$ cat src/rtl/conv_pkg.sv
// Shared FP16 constants and the packed half-precision layout used by the
// convolution output stages.
package conv_pkg;

    localparam int EXP_BIAS = 15;
    // Largest biased exponent: 2*bias+1 is the Inf/NaN code and is never emitted
    localparam int EXP_MAX = 2 * EXP_BIAS + 1;

    localparam logic [15:0] FP16_MAX_POS = 16'h7BFF;
    localparam logic [15:0] FP16_ZERO    = 16'h0000;

    typedef struct packed {
        logic       sign;
        logic [4:0] exp;
        logic [9:0] frac;
    } fp16_t;

endpackage

$ cat src/rtl/sync_fifo.sv
// Pointer-based synchronous FIFO with an occupancy count; registered storage,
// so a write becomes visible at the head on the following cycle.
module sync_fifo #(
    parameter int WIDTH = 16,
    parameter int DEPTH = 4,
    localparam int PTR_W = (DEPTH > 1) ? $clog2(DEPTH) : 1,
    localparam int CNT_W = $clog2(DEPTH + 1)
) (
    input  logic             clk,
    input  logic             rst,
    input  logic             push,
    input  logic [WIDTH-1:0] push_data,
    input  logic             pop,
    output logic [WIDTH-1:0] pop_data,
    output logic [CNT_W-1:0] count,
    output logic             empty
);

    logic [WIDTH-1:0] mem [DEPTH];
    logic [PTR_W-1:0] wr_ptr;
    logic [PTR_W-1:0] rd_ptr;
    logic             full;
    logic             do_push;
    logic             do_pop;

    assign full     = (count == CNT_W'(DEPTH));
    assign empty    = (count == '0);
    assign do_push  = push & ~full;
    assign do_pop   = pop & ~empty;
    assign pop_data = mem[rd_ptr];

    // DEPTH is a power of two, so the pointers wrap on their own
    always_ff @(posedge clk or negedge rst) begin
        if (!rst) begin
            wr_ptr <= '0;
            rd_ptr <= '0;
            count  <= '0;
        end else begin
            if (do_push) wr_ptr <= wr_ptr + 1'b1;
            if (do_pop)  rd_ptr <= rd_ptr + 1'b1;
            case ({do_push, do_pop})
                2'b10:   count <= count + 1'b1;
                2'b01:   count <= count - 1'b1;
                default: count <= count;
            endcase
        end
    end

    always_ff @(posedge clk) begin
        if (do_push) mem[wr_ptr] <= push_data;
    end

endmodule

$ cat src/rtl/conv_result_packer.sv
// Normalises and rounds raw MAC results to FP16, applies optional ReLU, and
// streams them out through a small FIFO with row/column position flags.
module conv_result_packer
    import conv_pkg::*;
#(
    parameter int IMAGE_SIZE  = 16,
    parameter int KERNEL_SIZE = 3,
    parameter int EXP_SIZE    = 5,
    parameter int MANT_SIZE   = 10,
    parameter int DATA_WIDTH  = 16,
    parameter int FIFO_DEPTH  = 4,
    parameter int RELU_EN     = 1
) (
    input  logic                   clk,
    input  logic                   rst,
    input  logic                   in_valid,
    output logic                   in_ready,
    input  logic [EXP_SIZE:0]      in_exp,
    input  logic [2*MANT_SIZE:0]   in_sum,
    input  logic                   in_sign,
    output logic                   out_valid,
    input  logic                   out_ready,
    output logic [DATA_WIDTH-1:0]  out_data,
    output logic                   out_last_col,
    output logic                   out_last,
    output logic                   frame_done
);

    localparam int OUT_W  = IMAGE_SIZE - KERNEL_SIZE + 1;
    localparam int POS_W  = (OUT_W > 1) ? $clog2(OUT_W) : 1;
    localparam int SUM_W  = 2 * MANT_SIZE + 1;
    localparam int POINT  = 2 * MANT_SIZE - 1;
    localparam int LEAD_W = $clog2(SUM_W);
    localparam int CNT_W  = $clog2(FIFO_DEPTH + 1);

    logic                  accept;
    logic                  pop;
    logic [LEAD_W-1:0]     lead;

    logic                  s1_valid;
    logic [EXP_SIZE:0]     s1_exp;
    logic [SUM_W-1:0]      s1_sum;
    logic                  s1_sign;
    logic [LEAD_W-1:0]     s1_lead;

    logic [SUM_W-2:0]      below;
    logic [MANT_SIZE-1:0]  frac;
    logic                  guard;
    logic                  sticky;
    logic                  round_up;
    logic [MANT_SIZE:0]    frac_rnd;
    logic signed [7:0]     exp_pre;
    logic signed [7:0]     exp_rnd;
    fp16_t                 result;
    logic [DATA_WIDTH-1:0] s2_data;

    logic [DATA_WIDTH-1:0] fifo_head;
    logic [CNT_W-1:0]      fifo_count;
    logic                  fifo_empty;

    logic [POS_W-1:0]      col;
    logic [POS_W-1:0]      row;

    // Inflight is just S1: S2 is combinational and lands directly in the FIFO
    assign in_ready = ({1'b0, fifo_count} + (CNT_W+1)'(s1_valid)) < (CNT_W+1)'(FIFO_DEPTH);
    assign accept   = in_valid & in_ready;
    assign pop      = out_valid & out_ready;

    always_comb begin
        lead = '0;
        for (int i = 0; i < SUM_W; i++) begin
            if (in_sum[i]) lead = LEAD_W'(i);
        end
    end

    always_ff @(posedge clk or negedge rst) begin
        if (!rst) begin
            s1_valid <= 1'b0;
            s1_exp   <= '0;
            s1_sum   <= '0;
            s1_sign  <= 1'b0;
            s1_lead  <= '0;
        end else begin
            s1_valid <= accept;
            if (accept) begin
                s1_exp  <= in_exp;
                s1_sum  <= in_sum;
                s1_sign <= in_sign;
                s1_lead <= lead;
            end
        end
    end

    // Left-justify so the leading one falls off the top; what remains is the
    // fraction followed by guard and sticky bits, zero-padded when p is small
    always_comb begin
        below    = (SUM_W-1)'(s1_sum << (LEAD_W'(SUM_W - 1) - s1_lead));
        frac     = below[SUM_W-2 -: MANT_SIZE];
        guard    = below[SUM_W-2-MANT_SIZE];
        sticky   = |below[SUM_W-3-MANT_SIZE:0];
        round_up = guard & (sticky | frac[0]);
        frac_rnd = {1'b0, frac} + (MANT_SIZE+1)'(round_up);
        exp_pre  = signed'(8'(s1_exp) + 8'(s1_lead) - 8'(POINT));
        exp_rnd  = exp_pre + (frac_rnd[MANT_SIZE] ? 8'sd1 : 8'sd0);

        result.sign = s1_sign;
        result.exp  = exp_rnd[EXP_SIZE-1:0];
        result.frac = frac_rnd[MANT_SIZE-1:0];
        if (s1_sum == '0 || exp_rnd <= 8'sd0) begin
            result = FP16_ZERO;
        end else if (exp_rnd >= signed'(8'(EXP_MAX))) begin
            result = {s1_sign, FP16_MAX_POS[14:0]};
        end
        if (RELU_EN != 0 && s1_sign) begin
            result = FP16_ZERO;
        end
        s2_data = DATA_WIDTH'(result);
    end

    sync_fifo #(
        .WIDTH (DATA_WIDTH),
        .DEPTH (FIFO_DEPTH)
    ) u_fifo (
        .clk       (clk),
        .rst       (rst),
        .push      (s1_valid),
        .push_data (s2_data),
        .pop       (pop),
        .pop_data  (fifo_head),
        .count     (fifo_count),
        .empty     (fifo_empty)
    );

    assign out_valid    = ~fifo_empty;
    assign out_data     = out_valid ? fifo_head : '0;
    assign out_last_col = out_valid & (col == POS_W'(OUT_W - 1));
    assign out_last     = out_last_col & (row == POS_W'(OUT_W - 1));

    always_ff @(posedge clk or negedge rst) begin
        if (!rst) begin
            col        <= '0;
            row        <= '0;
            frame_done <= 1'b0;
        end else begin
            frame_done <= pop & out_last;
            if (pop) begin
                if (col == POS_W'(OUT_W - 1)) begin
                    col <= '0;
                    row <= (row == POS_W'(OUT_W - 1)) ? '0 : row + 1'b1;
                end else begin
                    col <= col + 1'b1;
                end
            end
        end
    end

endmodule

$ cat config.mk
export PLATFORM = sky130hd
export DESIGN_NAME = conv_result_packer
export DESIGN_NICKNAME = d
export VERILOG_FILES = /design/src/rtl/conv_pkg.sv /design/src/rtl/sync_fifo.sv /design/src/rtl/conv_result_packer.sv
export SDC_FILE = /design/constraint.sdc
export NUM_CORES = 1
export LEC_CHECK = 0
export ABC_AREA = 0
export BUFFER_PORTS_ARGS = -buffer_cell sky130_fd_sc_hd__clkbuf_2
export CAP_MARGIN = 20
export CORE_MARGIN = 5
export CORE_UTILIZATION = 25
export CTS_BUF_LIST = sky130_fd_sc_hd__clkbuf_2
export DETAILED_ROUTE_END_ITERATION = 12
export PLACE_DENSITY = 0.45
export SKIP_LAST_GASP = 1
export SLEW_MARGIN = 0
export SYNTH_ARGS = -nofsm -noshare
export SYNTH_HDL_FRONTEND = slang
export SYNTH_SLANG_ARGS = --single-unit
$ cat constraint.sdc
create_clock -name clk -period 14.2 [get_ports clk]
set_input_delay 0.71 -clock clk [delete_from_list [all_inputs] [get_ports clk]]
set_output_delay 0.71 -clock clk [all_outputs]
set_load 0.02 [all_outputs]
# Word-level counts from Yosys, hierarchy flattened

Memories as Yosys holds them, arrays and structs flattened.
Index checks and enable logic that the tools add are counted.

Add/sub/neg operators: 12
Magnitude comparators: 3
Eq/ne operators: 5
Shift-type cells: 1
Multiplexer cells: 30
Bitwise operators: 11
Reduce and logical (&&, ||, !) cells: 6

Operators by type and width:

| cell                                                                   | number |
|---|---|
| 5-bit two-way mux                                                      | 16 |
| 16-bit two-way mux                                                     | 2 |
| 15-bit two-way mux                                                     | 2 |
| 21-bit zero test                                                       | 1 |
| 21-bit by 5-bit << shifter with 20-bit output                          | 1 |
| 10-bit by 1-bit adder with 11-bit output                               | 1 |
| 9-bit OR reduction                                                     | 1 |
| 4-bit by 1-bit adder with 4-bit output (second input constant)         | 2 |
| 8-bit by 2-bit adder with 8-bit output                                 | 1 |
| 1-bit AND                                                              | 8 |
| 4-bit equality test (second input constant)                            | 2 |
| 8-bit by 6-bit >= comparator with 1-bit output (second input constant) | 1 |
| 8-bit by 1-bit <= comparator with 1-bit output (second input constant) | 1 |
| 4-bit two-way mux                                                      | 2 |
| 7-bit by 5-bit subtractor with 8-bit output (second input constant)    | 1 |
| 6-bit by 5-bit adder with 7-bit output                                 | 1 |
| 3-bit case mux with 2 select lines                                     | 1 |
| 5-bit subtractor (first input constant)                                | 1 |
| 2-bit by 1-bit adder with 2-bit output (second input constant)         | 2 |
| 3-bit by 1-bit adder with 4-bit output                                 | 1 |
| 4-bit by 3-bit < comparator with 1-bit output (second input constant)  | 1 |
| 1-bit two-way mux                                                      | 4 |
| 2-bit two-way mux                                                      | 2 |
| 3-bit by 1-bit adder with 3-bit output (second input constant)         | 1 |
| other kinds (11)                                                       | 12 |

Register bits after elaboration: 50
RAM bits: 64
Input bits: 32
Logic and storage cells: 80
Memories: 1

Memories:

| memory     | depth | width | read ports | clocked after memory_dff | wr ports | line            | text |
|---|---|---|---|---|---|---|---|
| u_fifo.mem | 4     | 16    | 1          | 0                        | 1        | sync_fifo.sv:19 | `logic [WIDTH-1:0] mem [DEPTH];` |

# Logic depth before layout (Yosys ltp)

Depth in word-level cells: 20
Gate-level depth with buffers: 30
Mapped depth without buffers: 24

# Hierarchy

A second synthesis with hierarchy kept.

Cell total of the unflattened synthesis: 530
Area, all modules: 6545.0 µm²

Modules (own cells, without submodules):

| module             | times used | cells each | area each (µm²) | seq. area each (µm²) |
|---|---|---|---|---|
| conv_result_packer | 1          | 409        | 3766.1          | 1076.0 |
| sync_fifo          | 1          | 121        | 2778.9          | 2097.0 |

# Worst setup path before layout

No wires, ideal clock.

Path type: reg-to-reg
Start: reg s1_lead[0]
End: mem u_fifo.mem[0][0] (data pin)
Setup time: 0.291 ns
Arrival time: 5.561 ns
Setup slack: 8.348 ns
Cell stages (with the launch flop): 30
Clock period less this slack: 5.852 ns
Path through: dfrtp_1 > buf_6 > buf_6 > inv_1 > ha_1 > buf_4 > buf_6 > buf_4 > and3b_1 > a21oi_1 > nor3_1 > o21ai_0 > nor2_1 > ha_1 > nand3_1 > or3_1 > nor2_2 > nand3_1 > ha_1 > inv_1 > ha_1 > fa_1 > a21o_1 > a21oi_1 > o21bai_1 > a21oi_1 > xnor2_1 > o32ai_1 > clkbuf_1 > a31oi_1

RTL lines:

| what                     | line                     | text |
|---|---|---|
| start: declaration       | conv_result_packer.sv:44 | `logic [LEAD_W-1:0] s1_lead;` |
| start signal: assignment | conv_result_packer.sv:89 | `s1_lead <= lead;` |
| end: declaration         | sync_fifo.sv:19          |  |

==> results.sh <==
export IMPL_outcome="finished clean"
export IMPL_maxCapViolations=0
export IMPL_cts_hold_buffers_added=0
export IMPL_crit_buf_inv=4
export IMPL_start_util_pct=25.2
export IMPL_ys_types=64
export IMPL_vias=4330
export IMPL_critPathSlowestCell="ha_1"
export IMPL_synth_fp_nets=618
export IMPL_antenna_left=0
export IMPL_finClkSkew_ns=0.0271
export IMPL_cts_resized=0
export IMPL_drt_total_wl_mm=14.3
export IMPL_reg2reg_depth=25
export IMPL_fmax_mhz=150
export IMPL_yosys_top_cells_area="edfxtp_1 28%, dfrtp_1 20%, mux4_2 9.6%"
export IMPL_finalCriticalPeriod_ns=6.69
export IMPL_numCtsBuffers=9
export IMPL_finalSetupViolCount=0
export IMPL_criticalPathCategory="flip-flop to flip-flop"
export IMPL_worst_r2r_startpoint="s1_lead[0]"
export IMPL_cts_tree="done"
export IMPL_clkSinkCount=110
export IMPL_cp_data_required_time_ns=14.52
export IMPL_post_cts_setup_buffers=0
export IMPL_final_seq_area_um2=3050
export IMPL_die_y_um=169
export IMPL_ys_ff_latch=110
export IMPL_ios=53
export IMPL_drive_above_1_share_pct=20.1
export IMPL_drtIter0Drc=226
export IMPL_h_tree_depth=3
export IMPL_arrival_ns=7.01
export IMPL_fin_setup_tns_ns=0
export IMPL_crit_path_max_incr_delay_ns=0.94
export IMPL_post_synth_top_area_fraction_pct=28.4
export IMPL_syn_area_um2=6340
export IMPL_rsz0062_at_grt="no"
export IMPL_rrSetupSlack_ns=7.51
export IMPL_critPathLaunch="s1_lead[0]"
export IMPL_grt_pass1_wl_mm=23.8
export IMPL_cp_max_fo=25
export IMPL_slew_viol_final=0
export IMPL_grt_pass1_vias=4500
export IMPL_multi_input_area_um2=2990
export IMPL_nNetsFinal=662
export IMPL_grt_total_usage_pct=10.3
export IMPL_die_width_um=169
export IMPL_vias_per_cell=4.59
export IMPL_wl_per_cell_um=15.1
export IMPL_core_area_um2=25100
export IMPL_cp_common_cell="ha_1"
export IMPL_critPathTopFamily="adder cells"
export IMPL_ys_warn_count=0
export IMPL_end_kind="flip-flop"
export IMPL_timing_rr_end="u_fifo.mem[2][11]"
export IMPL_min_period_over_period_pct=47.1
export IMPL_area_delta_synth_final_pct=11.1
export IMPL_diodes=0
export IMPL_syn_inst=565
export IMPL_rows=58
export IMPL_start_kind="flip-flop"
export IMPL_grt_max_degree=51
export IMPL_seq_area_frac_synth_pct=48.2
export IMPL_cts_reportedPaths_clkPinSlew_ns=0.29
export IMPL_worst_pin_slew_ns=0.910
export IMPL_port_buffers=51
export IMPL_hpwlAfterDp_mm=10.6
export IMPL_hold_viol=0
export IMPL_cts_root_buffer="clkbuf_2"
export IMPL_place_congestion=0.793
export IMPL_synth_edff_count=60
export IMPL_synth_top_cell_by_area="edfxtp_1"
export IMPL_max_slew_margin_pct=39.0
export IMPL_ys_flop_type="edfxtp_1"
export IMPL_overflow=0
export IMPL_die_area_um2=28600
export IMPL_clockBufferDepth=2
export IMPL_insertion_delay_ns=0.59
export IMPL_hold_path_class="input pin to async pin"
export IMPL_antenna_found_initial=0
export IMPL_fill_cells=2656
export IMPL_syn_area_per_cell_um2=11.2
export IMPL_async_reset_ff_share_pct=45.5
export IMPL_drc_errors=0
export IMPL_drt_pass1_iterations=4
-- cell usage after synthesis (7+ instances only) --
library cell and instances:
ha_1 19, xnor2_1 13, inv_1 38, o21ai_0 23, nor3_1 12, dfrtp_1 50
nand2_1 104, mux2i_1 12, and2_1 22, a21oi_1 26, edfxtp_1 60, mux2_2 7
nor2_1 22, xor2_1 9, mux4_2 27, clkbuf_1 14, nor4_1 8
-- layout make-up --
cell class / instances / share of cell area, %
clock buffers: 10 / 0.711
clock inverters: 5 / 0.835
inverters: 39 / 2.08
multi-input cells: 391 / 42.5
flip-flops and latches: 110 / 43.4
well taps: 330 / 5.86
repair buffers: 58 / 4.66
-- cell usage in the layout, fill, tap and decap left out, types with 22 or more instances in the layout --
cell type | Yosys | layout
a21oi_1 | 26 | 26
and2_1 | 22 | 22
nor2_1 | 22 | 22
nand2_1 | 104 | 104
clkbuf_2 | 0 | 61
inv_1 | 38 | 38
mux4_2 | 27 | 27
dfrtp_1 | 50 | 50
edfxtp_1 | 60 | 60
o21ai_0 | 23 | 23
-- cell families after synthesis --
kind of cell	Yosys count	synth area share, %
DFF	110	48.2
adders and majority gates	21	4.38
and+or+nand+nor	203	15.5
AOI/OAI and AO/OA	92	9.37
muxes	50	14.4
other	1	0.0591
xor gates and xnor gates	24	3.55
buffers and inverters	64	4.64
-- routing by layer --
metal  vias up  track usage, %  share of wire [%]
met2        76            16.5                 47
met5         -               0                  0
met1      2131            14.3                 48
li1       2113               -                  -
met4         0            2.28                1.0
met3        10            2.17                3.4
-- flip-flops by register name (all words and copies together) (netlist names), 2 cells and up --
name / cells
u_fifo.wr_ptr: 2
u_fifo.mem: 60
row: 4
u_fifo.rd_ptr: 2
s1_lead: 5
s1_exp: 6
u_fifo.count: 3
col: 4
s1_sum: 21
-- worst reg2reg max path: stages (launching register included) --
cell and delay [ns]:
dfrtp_1 0.39, buf_4 0.32, inv_1 0.22, ha_1 0.94, mux4_2 0.40, nand2_1 0.08, a2111oi_2 0.39, a31oi_1 0.15
inv_1 0.11, ha_1 0.19, nand3_1 0.10, or3_1 0.36, nor2_2 0.14, nand3_1 0.09, ha_1 0.30, inv_1 0.04
ha_1 0.19, fa_1 0.40, a21o_1 0.17, a21oi_1 0.22, o21bai_1 0.09, a21oi_1 0.17, xnor2_1 0.10, nor2_1 0.11
a41o_1 0.58, a21oi_1 0.19
-- worst max-delay path by stage --
| stage | endpoint | depth (start not counted) | slack, ns |
|---|---|---|---|
| floorplan | u_fifo.mem[0][0] | 29 | 8.35 |
| global placement | u_fifo.mem[0][10] | 25 | 7.69 |
| detailed placement | u_fifo.mem[2][3] | 25 | 7.51 |
| CTS | u_fifo.mem[2][3] | 25 | 7.52 |
| global route | u_fifo.mem[0][11] | 25 | 7.00 |
| finish | u_fifo.mem[2][11] | 25 | 7.51 |
-- stage by stage --
step	std cells	area, um^2	utilization, %	setup WS (ns)	hold WS [ns]
floorplan	565	6340	-	8.35	0.414
global placement	927	6910	27.5	7.69	0.465
detailed placement	928	6930	27.6	7.51	0.465
CTS	943	7040	28.0	7.52	0.138
global route	943	7040	28.0	7.00	0.159
finish	943	7040	28.0	7.51	0.185
Power is left out: the tool's default activity adds up to more than one toggle a clock period on the data nets, which glitch-free logic cannot reach.
